--- src/rtl/imem_boot_loader.sv ---
// Boot loader: takes a length header plus N big-endian 32-bit words from a byte
// stream, writes them into imem through the boot port, then releases the CPU.
module imem_boot_loader #(
    parameter int I_ADDRESSWIDTH = 8,
    parameter int I_SIZE         = 64,
    parameter int BASE_ADDR      = 0,
    parameter int TIMEOUT        = 1024
) (
    input  logic        clk,
    input  logic        resetn,
    input  logic        start,
    input  logic [7:0]  in_data,
    input  logic        in_valid,
    output logic        in_ready,
    output logic [7:0]  boot_iaddr,
    output logic [31:0] boot_idata,
    output logic        boot_iwe,
    output logic        cpu_resetn,
    output logic        done,
    output logic        err
);

    typedef enum logic [2:0] {
        S_IDLE, S_HDR, S_LOAD, S_WRITE, S_DONE, S_ERR
    } state_t;

    localparam logic [31:0] MAX_WORDS = 32'(I_SIZE - BASE_ADDR);
    localparam logic [31:0] TO_LAST   = 32'(TIMEOUT - 1);

    state_t                    state;
    logic [1:0]                byte_cnt;
    logic [23:0]               shreg;
    logic [31:0]               remaining;
    logic [31:0]               tcnt;
    logic [I_ADDRESSWIDTH-1:0] addr;

    logic        accept;
    logic [31:0] shifted;
    logic        timed_out;

    // Handshake: a byte moves only on a cycle where in_valid and in_ready are both high.
    assign accept    = in_valid & in_ready;
    assign shifted   = {shreg, in_data};
    assign timed_out = (TIMEOUT != 0) && !accept && (tcnt == TO_LAST);

    always_ff @(posedge clk or negedge resetn) begin
        if (!resetn) begin
            state      <= S_IDLE;
            in_ready   <= 1'b0;
            boot_iwe   <= 1'b0;
            boot_iaddr <= 8'd0;
            boot_idata <= 32'd0;
            cpu_resetn <= 1'b0;
            done       <= 1'b0;
            err        <= 1'b0;
            byte_cnt   <= 2'd0;
            shreg      <= 24'd0;
            remaining  <= 32'd0;
            tcnt       <= 32'd0;
            addr       <= '0;
        end else begin
            boot_iwe <= 1'b0;
            case (state)
                S_IDLE, S_DONE, S_ERR: begin
                    if (start) begin
                        state      <= S_HDR;
                        in_ready   <= 1'b1;
                        done       <= 1'b0;
                        err        <= 1'b0;
                        cpu_resetn <= 1'b0;
                        byte_cnt   <= 2'd0;
                        tcnt       <= 32'd0;
                    end
                end
                S_HDR, S_LOAD: begin
                    if (accept) begin
                        shreg    <= shifted[23:0];
                        byte_cnt <= byte_cnt + 2'd1;
                        tcnt     <= 32'd0;
                        if (byte_cnt == 2'd3) begin
                            if (state == S_HDR) begin
                                if (shifted == 32'd0) begin
                                    state      <= S_DONE;
                                    in_ready   <= 1'b0;
                                    done       <= 1'b1;
                                    cpu_resetn <= 1'b1;
                                end else if (shifted > MAX_WORDS) begin
                                    state    <= S_ERR;
                                    in_ready <= 1'b0;
                                    err      <= 1'b1;
                                end else begin
                                    state     <= S_LOAD;
                                    addr      <= I_ADDRESSWIDTH'(BASE_ADDR);
                                    remaining <= shifted;
                                end
                            end else begin
                                state      <= S_WRITE;
                                in_ready   <= 1'b0;
                                boot_iwe   <= 1'b1;
                                boot_iaddr <= 8'(addr);
                                boot_idata <= shifted;
                            end
                        end
                    end else if (timed_out) begin
                        state    <= S_ERR;
                        in_ready <= 1'b0;
                        err      <= 1'b1;
                        tcnt     <= 32'd0;
                    end else begin
                        tcnt <= tcnt + 32'd1;
                    end
                end
                S_WRITE: begin
                    addr      <= addr + I_ADDRESSWIDTH'(1);
                    remaining <= remaining - 32'd1;
                    if (remaining == 32'd1) begin
                        state      <= S_DONE;
                        done       <= 1'b1;
                        cpu_resetn <= 1'b1;
                    end else begin
                        state    <= S_LOAD;
                        in_ready <= 1'b1;
                    end
                end
                default: begin
                    state    <= S_IDLE;
                    in_ready <= 1'b0;
                end
            endcase
        end
    end

endmodule
--- config.mk ---
export PLATFORM = sky130hd
export DESIGN_NAME = imem_boot_loader
export DESIGN_NICKNAME = d
export VERILOG_FILES = /design/src/rtl/imem_boot_loader.sv
export SDC_FILE = /design/constraint.sdc
export NUM_CORES = 1
export LEC_CHECK = 0
export CAP_MARGIN = 20
export CORE_ASPECT_RATIO = 0.5
export CORE_UTILIZATION = 30
export DETAILED_ROUTE_END_ITERATION = 10
export GPL_TIMING_DRIVEN = 0
export PLACE_DENSITY = 0.57
export REMOVE_ABC_BUFFERS = 1
export SLEW_MARGIN = 20
export SYNTH_ARGS = -nofsm -noshare
export SYNTH_HDL_FRONTEND = slang
export SYNTH_SLANG_ARGS = --single-unit
--- constraint.sdc ---
create_clock -name clk -period 4.61 [get_ports clk]
set_input_delay 0.922 -clock clk [delete_from_list [all_inputs] [get_ports clk]]
set_output_delay 0.922 -clock clk [all_outputs]
set_load 0.05 [all_outputs]
==> summary.txt <==
Die
  • Die width: ~220 um
  • Die Footprint: ~0.025 mm2
  • Io pins: 57
  • Initial Util: 31.0%
  • Num rows: 39
  • CORE AREA: around 0.023 mm2
  • Height of the die: ~110 um

Routing
  • Routed WL per cell: between 15 and 20 um
  • Vias per cell: 5.24
  • Remaining DRCs: 2
  • DRT Pass-1 Iters: 8
  • Routed Antenna Nets: 0
  • Final wirelength: 16100 um
  • Vias: ~5400
  • Initial DRC count: 404

Place
  • HPWL Detailed: between 10000 and 15000 um
  • Count of input and output buffers: 56
  • Dpl ws: ~1100 ps
  • Final estimated routing congestion in global placement: approximately 0.80

Clocking
  • CTS clk-pin slew, worst paths: about 70 ps
  • CTS-repair resized insts: 0
  • Root Driver: clkbuf_16
  • Clock latency on the worst-skew pair: 430 ps
  • Clock sink total: 145
  • Clock tree buffer depth: 2
  • Num CTS Buffers: 17
  • Level count of the clock H-tree: 4
  • CTS tree: yes
  • # hold bufs at CTS: 0
  • Post-CTS setup repair buffer count: 0

Status
  • Violated checks: DRC
  • Outcome: finished, violations left

Timing
  • Unrepaired setup endpoints after global routing: no
  • Max Clk Rate: around 330 MHz
  • Fin worst setup slack: approximately 1600 ps
  • Final Skew: 11.4 ps
  • Min cycle time layout: 3040 ps
  • Worst-margin pin slew: 892 ps
  • WHS: 459 ps
  • Final period util: about 66%
  • Max Slew Vio Count: 0
  • Hold Vio Cnt, Final: 0
  • Final setup violation count: 0
  • Relative slew slack: between 40% and 50%

Pwr
  • Pleak: around 3.7 nW
  • Clock power frac: a little under a third
  • Internal power: between 2 and 3 mW
  • Sequential power share: approximately 40%
  • Combinational share of power: 29.6%
  • VDD IR max: approximately 270 uV
  • Net Switching: between 1.5 and 2 mW
  • Pwr dens: ~540 mW/mm2
  • Switching power share of the total: approximately two fifths

Logic synthesis
  • Post-Syn Instances: ~670
  • Ys async rst share: between 90% and 100%
  • Number of synthesized flops with an enable pin: 0
  • Synthesized area: a little over 0.007 mm2
  • Syn_area_per_cell: between 10 and 15 um2
  • YS warnings: 0
  • Top FF cell, synth: dfrtp_1
  • Synth Register Bits: 145
  • Sequential area share after synthesis: 50.5%
  • Distinct cells, synth: 69

Worst setup path
  • Worst setup SP type: primary input
  • Critical setup path kind: in -> reg
  • Crit path max fanout: 23
  • Worst Path Arrival: around 3400 ps
  • Crit Reg-Reg Startpoint: state[1]
  • Critical R2R Capture: tcnt[21]
  • Critical Path End Type: register
  • Req. time, crit path: roughly 4900 ps
  • R2R depth: 6
  • Register-to-register setup slack: about 1800 ps

GRT
  • First-pass GRT wire length: between 20000 and 30000 um
  • Vias in the first global route: around 5300
  • Overflow left after global routing: 0
  • Global Route Usage Sum: between 10 and 15%
  • Largest net degree at the start of global routing: 81
  • Initial antenna violation count: 0

Finish
  • Commonest non-fill, non-tap cell in the layout: dfrtp_1
  • Final #Nets: roughly 730
  • # diodes: 0
  • Syn-to-layout area delta: 21.0%
  • Most frequent cells in the layout: dfrtp_1 (144), mux2_2 (64), nor2_1 (55), clkdlybuf4s50_1 (55), nand2_1 (48)
  • Layout cell share with drive strength beyond 1: around 17%

Job
  • Max-cap violation count: 0

Hold path
  • Hold Crit Class: in -> async
## sequential cells by signal, summed over array words and instances, names as in the netlist
register	count
remaining	32
err	1
in_ready	1
boot_iwe	1
state	3
addr	8
boot_iaddr	8
byte_cnt	2
done	1
shreg	24
tcnt	32
boot_idata	32
## how the worst max path moves through the flow
| stage | from | endpoint | slack, ps |
|---|---|---|---|
| finish | in_data[7] | remaining[28] | 1570 |
| detailed placement | in_data[7] | remaining[29] | 1080 |
| global route | in_data[7] | remaining[7] | 1330 |
| CTS | in_data[7] | remaining[7] | 1550 |
| floorplan | in_valid | boot_iaddr[0] | 1540 |
| global placement | resetn | boot_idata[31] | -3540 |
## logic make-up after synthesis
logic type      share of synthesized area (%)
simple gates                             18.5
xor+xnor                                 2.44
mux                                      11.0
compound gates                           13.7
flops                                    50.5
buf+inv                                  2.89
fa+ha+maj                               0.872
## layer usage
layer	track usage, %	wire length (um)
met5	0	0
met4	3.70	155
met3	2.62	506
met2	20.7	7370
met1	20.2	8070
## final cells by class
type | count | area (um2)
well taps | 307 | 384
multi-input cells | 479 | 3350
clock buffers | 17 | 425
repair buffers | 63 | 668
fillers | 2274 | 14400
inverters | 11 | 41.3
flip-flops and latches | 145 | 3630
clock inverters | 15 | 186
## synth_stat cells (4+ instances only)
library cell,count,area share [%]
dfrtp_1,145,51
mux2_2,64,10
nor2_1,56,2.9
nand2_1,48,2.5
nand3_1,30,2.1
o21ai_0,27,1.9
a21oi_1,24,1.7
nor3_1,23,1.6
clkbuf_1,18,0.94
xor2_1,17,2.1
nor4_1,16,1.4
nand4_1,13,1.1
inv_1,11,0.58
a22o_1,10,1.2
buf_2,10,0.70
o2bb2ai_1,10,1.2
and3_1,9,0.78
and2_1,8,0.70
o31ai_1,8,0.84
a31oi_1,7,0.61
mux2i_1,7,0.98
o21ai_1,7,0.49
a21o_1,6,0.63
o22ai_1,6,0.52
and4_1,5,0.61
ha_1,5,0.87
a221oi_1,4,0.49
o211a_1,4,0.56
or3_1,4,0.35
or4_1,4,0.42
## worst max-delay path: stages
cell and delay, ps:
clkdlybuf4s50_1 460, nor4_1 180, nand4_1 300, nor4_4 440
and2_1 380, o21ai_4 240, a221o_1 410
## metrics by stage
step / setup TNS, ps / power (mW) / cells / cell area (um2) / util [%]
after floorplan: 0 / 2.82 / 635 / 7010 / -
after detailed placement: 0 / 3.28 / 1005 / 8080 / 34.9
after CTS: 0 / 4.69 / 1037 / 8690 / 37.6
after global placement: -511100 / 3.20 / 998 / 7960 / 34.4
final: 0 / 4.65 / 1037 / 8690 / 37.6
after global routing: 0 / 4.96 / 1037 / 8690 / 37.6
## power by group through the flow
stage	combinational (mW)	clock, mW	sequential (mW)
after floorplan	0.978	0	1.84
after global placement	1.31	0	1.89
after detailed placement	1.38	0	1.90
after CTS	1.39	1.43	1.88
after global routing	1.54	1.49	1.94
final	1.38	1.40	1.88
No activity file was read; power rests on OpenSTA's default activity.
